[src/rtl/reservoir_sequencer.sv]
// Reservoir-computing virtual-node sequencer: accepts samples, sweeps the node chain, hands out readouts.
// Optional abort input is compiled in when RESERVOIR_SEQ_ABORT_EN is defined.
module reservoir_sequencer #(
  parameter int DATA_WIDTH = 32,
  parameter int NUM_NODES  = 16,
  localparam int IW        = $clog2(NUM_NODES)
) (
  input  logic                  clk,
  input  logic                  rst,
  input  logic                  start,
  input  logic [15:0]           num_samples,
  input  logic                  sample_valid,
  output logic                  sample_ready,
  input  logic [DATA_WIDTH-1:0] sample_data,
  output logic [DATA_WIDTH-1:0] sample_out,
  output logic                  node_en,
  output logic                  node_load,
  output logic [IW-1:0]         node_idx,
  output logic                  readout_valid,
  input  logic                  readout_ready,
`ifdef RESERVOIR_SEQ_ABORT_EN
  input  logic                  abort,
`endif
  output logic [15:0]           sample_idx,
  output logic                  busy,
  output logic                  done
);

  typedef enum logic [2:0] {
    S_IDLE, S_LOAD, S_WAIT, S_RUN, S_READOUT, S_FINISH
  } state_t;

  localparam logic [IW-1:0] LAST_NODE = IW'(NUM_NODES - 1);

  state_t      state, state_nxt;
  logic [15:0] num_q;
  logic        abort_req;
  logic        last_sample;
  logic        node_last;

`ifdef RESERVOIR_SEQ_ABORT_EN
  // FINISH already ends the run, so an abort there changes nothing.
  assign abort_req = abort && (state != S_IDLE) && (state != S_FINISH);
`else
  assign abort_req = 1'b0;
`endif

  assign last_sample = (sample_idx == (num_q - 16'd1));
  assign node_last   = (node_idx == LAST_NODE);

  always_ff @(posedge clk) begin
    if (rst) state <= S_IDLE;
    else     state <= state_nxt;
  end

  always_comb begin
    state_nxt = state;
    case (state)
      S_IDLE:    if (start) state_nxt = S_LOAD;
      S_LOAD:    state_nxt = (num_q == 16'd0) ? S_FINISH : S_WAIT;
      S_WAIT:    if (sample_valid) state_nxt = S_RUN;
      S_RUN:     if (node_last) state_nxt = S_READOUT;
      S_READOUT: if (readout_ready) state_nxt = last_sample ? S_FINISH : S_WAIT;
      S_FINISH:  state_nxt = S_IDLE;
      default:   state_nxt = S_IDLE;
    endcase
    if (abort_req) state_nxt = S_FINISH;
  end

  always_comb begin
    sample_ready  = (state == S_WAIT);
    node_load     = (state == S_LOAD);
    node_en       = (state == S_RUN);
    readout_valid = (state == S_READOUT);
    done          = (state == S_FINISH);
    busy          = (state != S_IDLE);
  end

  // Run bookkeeping and the sample register; an abort suppresses any handshake in the same cycle.
  always_ff @(posedge clk) begin
    if (rst) begin
      num_q      <= '0;
      sample_idx <= '0;
      node_idx   <= '0;
      sample_out <= '0;
    end else begin
      if (state == S_IDLE && start) begin
        num_q      <= num_samples;
        sample_idx <= '0;
      end
      if (state == S_READOUT && readout_ready && !last_sample && !abort_req)
        sample_idx <= sample_idx + 16'd1;
      if (state == S_WAIT && sample_valid && !abort_req)
        sample_out <= sample_data;
      node_idx <= (state == S_RUN && state_nxt == S_RUN) ? node_idx + IW'(1) : '0;
    end
  end

endmodule

[config.mk]
export PLATFORM = sky130hd
export DESIGN_NAME = reservoir_sequencer
export DESIGN_NICKNAME = d
export VERILOG_FILES = /design/src/rtl/reservoir_sequencer.sv
export SDC_FILE = /design/constraint.sdc
export NUM_CORES = 1
export LEC_CHECK = 0
export BUFFER_PORTS_ARGS = -buffer_cell sky130_fd_sc_hd__buf_4
export CAP_MARGIN = 20
export CORE_MARGIN = 2
export CORE_UTILIZATION = 50
export DETAILED_ROUTE_END_ITERATION = 10
export GPL_TIMING_DRIVEN = 1
export PLACE_DENSITY = 0.78
export SLEW_MARGIN = 0
export SYNTH_ARGS = -nofsm -noshare
export SYNTH_HDL_FRONTEND = slang
export SYNTH_SLANG_ARGS = --single-unit
[constraint.sdc]
create_clock -name clk -period 4.5 [get_ports clk]
set_clock_uncertainty 0.2 [all_clocks]
set_input_delay 0.45 -clock clk [delete_from_list [all_inputs] [get_ports clk]]
set_output_delay 0.45 -clock clk [all_outputs]
set_load 0.05 [all_outputs]
-- Word-level counts from Yosys, hierarchy flattened
Cells that the tools add are included.
- $add $sub $neg: 3
- eq/ne operators: 8
- muxes and demuxes: 9
- bitwise logic cells: 1
- reductions and logical operators: 11
- operator list (operator ; count):
    $mux W16 ; 2
    $mux W3 ; 6
    $add A16 B1 Y16 const B ; 1
    $eq A16 B16 Y1 ; 1
    $logic_not A16 Y1 ; 1
    $sub A16 B1 Y16 const B ; 1
    $pmux W3 S5 ; 1
    $eq A3 B2 Y1 const B ; 3
    $eq A3 B3 Y1 const B ; 2
    $logic_and A1 B1 Y1 ; 5
    $add A4 B1 Y4 const B ; 1
    $eq A4 B4 Y1 const B ; 1
    $eq A3 B1 Y1 const B ; 1
    $logic_not A3 Y1 ; 1
    $reduce_bool A3 Y1 ; 1
    $reduce_bool A2 Y1 ; 1
    $reduce_or A2 Y1 ; 1
    $logic_not A1 Y1 ; 1
    $not A1 Y1 ; 1
- register bits after elaboration: 71
- input bits: 53
- output and inout port bits: 58
- logic and storage cells: 37

-- Logic depth before layout (Yosys ltp)
Gate-level depths: netlist of the first run.
- depth in word-level cells: 9
- depth in mapped cells: 10
- mapped depth without buffers: 9

-- Worst setup path after synthesis of the first run
Ideal clock, no wire load.
- kind: register to register
- start point: reg state[1]
- end point: reg sample_idx[0]
- library setup time: 60 ps
- arrival time: 2780 ps
- data required time: 4240 ps
- setup slack: 1460 ps
- stages on the path, launching flop included: 6
- path buffers: 1
- period minus slack after synthesis: 3040 ps
- cell sequence: dfxtp_1 > clkbuf_1 > nor3b_1 > nand3b_1 > nor2_1 > mux2_2
- longest elaborated chain between the ends: 4
- elaborated cells between the ends (all ways): 7
- those cells by class: eq/ne (1); mux (1); reduce/logical (5)
- ends and longest elaborated chain (element ; line ; source):
    start, declared ; 35 ; state_t state, state_nxt;
    start signal, assigned ; 53 ; else state <= state_nxt;
    $eq A3 B3 Y1 (*) ; -- ;
    named net readout_valid ; 19 ; output logic readout_valid,
    $logic_and A1 B1 Y1 (*) (2 in series) ; 91 ; if (state == S_READOUT && readout_ready && !last_sample && !abort_req)
    $mux W16 / $reduce_bool A2 Y1 (equally long branches) ; -- ;
    end signal, assigned ; 92 ; sample_idx <= sample_idx + 16'd1;
    end, declared ; 24 ; output logic [15:0] sample_idx,
Mark *: on every way through the listed nets, which the timed path passes. The rest lies on a longest branch.
A chain may end at the register's enable or synchronous reset.

-- Final worst setup path of the first run
- start point: reg num_q[3]
- end point: reg sample_idx[0]
- longest elaborated chain between the ends: 5
- elaborated cells between the ends (all ways): 6
- those cells by class: add/sub (1); eq/ne (1); mux (1); reduce/logical (3)
- ends and longest elaborated chain (element ; line ; source):
    start, declared ; 36 ; logic [15:0] num_q;
    start signal, assigned ; 88 ; num_q <= num_samples;
    $sub A16 B1 Y16 (*) ; 48 ; assign last_sample = (sample_idx == (num_q - 16'd1));
    $eq A16 B16 Y1 (*) ; 48 ;
    $logic_not A1 Y1 (*) ; 91 ;
    $logic_and A1 B1 Y1 (*) ; 91 ;
    $mux W16 / $reduce_bool A2 Y1 (equally long branches) ; -- ;
Mark *: on every way between the ends. The rest lies on a longest branch, timed or not.

==> reports/metrics.cfg, run 1 <==
[run_status]
status = completed

[grt]
gr-usage-all-layers_pct = 24.4
grt_use_met1_pct = 28.3
grt_pass1_wl_microns = 14900
use_met2_pct = 41.3
use_met3_pct = 7.92
grt_most_used_layer = met2
grt_overflow = 0
grt_pass1_vias = 3330
antenna_found_initial = 0
grt_max_degree = 54

[yosys]
synth_common_cells = 114 x nand2_1, 71 x dfxtp_1, 57 x a21oi_1
synth-compound-area-share_pct = 17.5
dominantRegCellSynth = dfxtp_1
synthMuxAreaShare_pct = 0.318
synth_adder_area_share_pct = 1.06
avgSynthCellArea_sq_um = 7.95
seq_area_frac_synth_pct = 40.2
syn_nets = 501
synth_edf_count = 0
synthesis.area_sq_um = 3540
synth_largest_area_cell = dfxtp_1
synth-xor-area-share_pct = 5.94
synth_seq_cells = 71
synth.area.top_cells = dfxtp_1 40%, nand2_1 12%, a21oi_1 8.1%
synth-async-reset-ratio_pct = 0
synth.most_common_cell = nand2_1
synth_cells = 445
ys_warn_count = 0
synth_top_family_by_area = simple AND/OR/NAND/NOR gates
synth_top_area_share_pct = 40.2
yosysUniqueCellTypes = 52
synth-simple-area-share_pct = 30.4

[placed_design]
dp_slack_ns = 1.34
place_hpwl_microns = 6840
port_buffers = 110
gp_congestion = 0.937

[clock_network]
clockBufferDepth = 2
cts_resized = 0
numCtsBuffers = 9
post_cts_buffers = 0
cts_tree = yes
htreeDepth = 3
insertion_delay_ns = 0.34
clock-root-buffer = clkbuf_8
path_clk_slew_ns = 0.08
cts_sinks = 71
hold_buffers = 0

[sta]
finalMaxSlewViolations = 0
setup_slack_ns = 1.29
worstMarginPinSlew_ns = 0.851
rsz0062_at_grt = false
fin_setup_tns_ns = 0
finalHoldViolations = 0
period_minus_slack_ns = 3.21
fmax_mhz = 312
maxSlewHeadroom_pct = 42.8
period_share_pct = 71.3
setup_viol = 0

[floorplanning]
die_y_microns = 88.1
initial_core_util_pct = 51.8
rows = 30
die_width_microns = 88.1
io_pins = 111
core_sq_um = 6830
dieArea_sq_um = 7770

[detailed_routing]
wirelength_microns = 9360
drtIter0Drc = 145
dr.pass1.iters = 4
num_vias = 3535
drt-vias-per-instance = 5.54
ant_nets = 0
wire_per_inst_microns = 14.7
post-route-drc-count = 0

[critical_path]
arrival_ns = 3.30
worstPathBufferInverterCount = 0
crit_type = flip-flop to flip-flop
worst_setup_path_start_kind = flip-flop
crit_family = simple AND/OR/NAND/NOR gates
path_cells = nor4_1, nand4_1, xnor2_1, o211ai_1, or4_4, a21boi_4, mux2_2
reg2reg_slack_ns = 1.29
critPathMaxStageDelay_ns = 0.77
endpoint_kind = flip-flop
required_ns = 4.59
crit_slowest_cell = nor4_1
worstPathMaxFanout = 14

[layout]
num_antenna_cells = 0
drive_above_1_share_pct = 25.1
areaGrowthSynthToFinish_pct = 30.1
nets = 593

[power_and_ir_drop]
max-vdd-ir-drop_mv = 0.203
power_density_nw_per_um2 = 363
p_leak_nw = 1.91

[job]
max_cap_viol_count = 0

[worst_hold_path]
min_path_type = input port to flip-flop

[area by class of cell]
| type | instances | area, sq um |
|---|---|---|
| fillers | 576 | 2230 |
| multi-input cells | 335 | 1950 |
| flip-flops and latches | 71 | 1420 |
| repair buffers | 113 | 876 |
| clock buffers | 12 | 135 |
| well taps | 96 | 120 |
| clock inverters | 4 | 70.1 |
| inverters | 7 | 26.3 |
[routing by layer]
layer / share of wire [%] / wire (microns) / up-vias
met5: 0 / 0 / -
li1: - / - / 1742
met4: 2.0 / 187 / 0
met3: 7.8 / 731 / 20
met2: 49 / 4570 / 127
met1: 41 / 3880 / 1646
[flip-flops by register name, indices dropped and copies added, names as in the netlist]
name / cells
node_idx: 4
num_q: 16
sample_idx: 16
sample_out: 32
state: 3
[through the flow]
stage / std cells / utilization [%] / hold WS (ns) / instance area (sq um) / total power, mW
3_3_place_gp: 620 / 63.7 / 0.243 / 4350 / 1.13
5_1_grt: 638 / 67.4 / 0.137 / 4600 / 1.75
3_5_place_dp: 620 / 63.7 / 0.248 / 4350 / 1.13
4_1_cts: 636 / 66.7 / 0.143 / 4560 / 1.67
6_report: 638 / 67.4 / 0.149 / 4600 / 1.67
2_1_floorplan: 445 / - / 0.262 / 3540 / 1.01
[power breakdown]
group	internal [mW]	total [mW]	leakage (nW)	switching, mW
Clock	0.311	0.546	0.104	0.235
Sequential	0.662	0.705	0.576	0.0432
Combinational	0.161	0.419	1.23	0.258
[cell usage in the layout, fill, tap and decap left out, types with 3 or more instances in the layout]
cell type / instances
a21o_1: 3
a21oi_1: 57
a221o_1: 6
a22o_1: 3
and2_1: 5
and3_1: 8
buf_4: 111
clkbuf_1: 3
clkbuf_8: 9
dfxtp_1: 71
ha_1: 3
inv_1: 7
nand2_1: 114
nand2b_1: 6
nand3_1: 9
nand4_1: 7
nor2_1: 8
nor2b_1: 7
nor3_1: 8
nor3b_1: 4
nor4_1: 6
nor4b_1: 8
o2111ai_1: 3
o211ai_1: 3
o21ai_0: 5
o31ai_1: 3
or3_1: 4
or4_1: 3
xnor2_1: 17
xor2_1: 7
[tightest hold or removal path, cell delays in order]
cell	delay, ns
buf_4	0.11
nand2_1	0.05
a21oi_1	0.05
[worst paths after layout]
path / from / endpoint / cells past startpoint
setup / recovery: num_q[3] / sample_idx[0] / 7
hold reg to reg: sample_out[29] / sample_out[29] / 2
hold / removal: num_samples[11] / num_q[11] / 3
setup reg to reg: num_q[3] / sample_idx[0] / 7
[logic make-up after synthesis]
kind of cell,Yosys count
buffers and inverters,39
AND/OR/NAND/NOR,210
flip-flops,71
AO/OA/AOI/OAI,97
XOR/XNOR,24
multiplexers,1
adder cells (fa/ha/maj),3
Note: power is estimated with default switching activity, not from simulation.
==> run 2, diff against run 1 <==
Clock period 4.5 ns to 3.11 ns, I/O delays scaled along.
==> reports/metrics.cfg, run 2 (same netlist as run 1, synthesis figures left out) <==
[run_status]
status = completed

[sta]
period_minus_slack_ns = 2.96
maxSlewHeadroom_pct = 51.5
fin_setup_tns_ns = 0
finalHoldViolations = 0
period_share_pct = 95.2
fmax_mhz = 338
setup_viol = 0
worstMarginPinSlew_ns = 0.725
finalMaxSlewViolations = 0
rsz0062_at_grt = false

[power_and_ir_drop]
max-vdd-ir-drop_mv = 0.374
p_leak_nw = 2.12
power_density_nw_per_um2 = 495
total_power_mw = 2.49

[detailed_routing]
drtIter0Drc = 216
wire_per_inst_microns = 15.4
drt-vias-per-instance = 5.51
ant_nets = 0
dr.pass1.iters = 4
wirelength_microns = 10600
post-route-drc-count = 0
num_vias = 3778

[layout]
drive_above_1_share_pct = 26.3
n_fill_cell = 514
final_cell_mix = 127 x buf_4, 114 x nand2_1, 71 x dfxtp_1
num_antenna_cells = 0
nets = 641
fin_cells = 686
areaGrowthSynthToFinish_pct = 42.4
largest_reg_flops = 32
seq_area_sq_um = 1420
top_register = sample_out
stdcell_area_sq_um = 5040
reg_top3 = sample_out x32, num_q x16, sample_idx x16
final_common_cell = buf_4
multi_input_area_sq_um = 1960

[grt]
antenna_found_initial = 0
grt_pass1_wl_microns = 16900
grt_pass1_vias = 3503
gr-usage-all-layers_pct = 27.9
grt_overflow = 0
grt_max_degree = 53

[critical_path]
required_ns = 3.20
r2r-start = num_q[6]
worstPathMaxFanout = 14
worst_r2r_path_depth = 8
reg2reg_slack_ns = 0.15
endpoint_kind = flip-flop
worst_setup_path_start_kind = flip-flop
arrival_ns = 3.06
crit_path_start = num_q[6]
crit_type = flip-flop to flip-flop
r2r_end = sample_idx[0]

[floorplanning]
io_pins = 111
core_sq_um = 6830
rows = 30
dieArea_sq_um = 7770
die_y_microns = 88.1
initial_core_util_pct = 51.8
die_width_microns = 88.1

[worst_hold_path]
hold_end = num_q[5]
min_path_type = input port to flip-flop
min-delay-start = num_samples[5]
hold-path-cell-count = 3

[placed_design]
port_buffers = 110
place_hpwl_microns = 7160
dpl.cell_count = 637
placed_area_sq_um = 4490
gp_congestion = 0.925

[clock_network]
clockBufferDepth = 2
numCtsBuffers = 9
clock-root-buffer = clkbuf_8
insertion_delay_ns = 0.36
htreeDepth = 3
path_clk_slew_ns = 0.07
cts_sinks = 71
cts_tree = yes
post_cts_buffers = 0

[job]
max_cap_viol_count = 0

[run 2: cell count changes in the layout (fill, tap and decap cells not counted), moves of 2 or more]
| cell | previous run | this run |
|---|---|---|
| clkinv_2 | 2 | 0 |
| inv_6 | 0 | 4 |
| dlygate4sd3_1 | 0 | 33 |
| buf_4 | 111 | 127 |
| clkbuf_1 | 3 | 0 |
[run 2: metrics by stage]
stage                     setup slack [ns]  utilization [%]  hold slack, ns
after floorplan                     0.0699                -           0.247
after global placement               0.149             65.8           0.242
after detailed placement            0.0960             65.8           0.247
after CTS                           0.0910             73.7       0.0000224
after global routing               0.00933             73.8         0.00496
final                                0.149             73.8         0.00896
[run 2: final cells by class]
| cell class | count | area share (%) |
|---|---|---|
| Multi-Input combinational cell | 335 | 38.8 |
| Sequential cell | 71 | 28.2 |
| Clock buffer | 10 | 2.73 |
| Timing Repair Buffer | 161 | 25.9 |
| Tap cell | 96 | 2.38 |
| Inverter | 7 | 0.521 |
| Clock inverter | 6 | 1.44 |
[run 2: per-layer routing]
layer | track usage [%] | wire length [microns] | vias up
li1 | - | - | 1841
met1 | 33.8 | 4300 | 1789
met2 | 47.5 | 5350 | 135
met3 | 9.52 | 822 | 13
met4 | 7.85 | 114 | 0
met5 | 0 | 0 | -
[run 2: power by group]
group | internal, mW | switching (mW)
clock | 0.404 | 0.380
combinational | 0.286 | 0.411
sequential | 0.957 | 0.0547
total | 1.65 | 0.845
[run 2: what timing repair did]
action | 4_1_cts | 5_1_grt
hold buffers | 33 | 0
endpoints found under the hold margin | 33 | 0
resized for setup | 0 | 1
setup endpoints to repair | 0 | 5
[run 2: critical path, stage by stage (launching register included)]
cell	delay [ns]
dfxtp_1	0.38
or4_1	0.56
or3_1	0.37
a21oi_1	0.13
o211ai_1	0.20
or4_4	0.58
a21boi_4	0.20
buf_12	0.15
mux2_2	0.15
[run 2: worst max-delay path by stage]
stage                          to  slack, ns  depth (start not counted)
floorplan           sample_idx[0]       0.07                          5
global placement      node_idx[0]       0.15                          7
detailed placement    node_idx[0]        0.1                          7
CTS                   node_idx[0]       0.09                          7
global route        sample_idx[2]      0.009                         10
finish              sample_idx[0]       0.15                          8
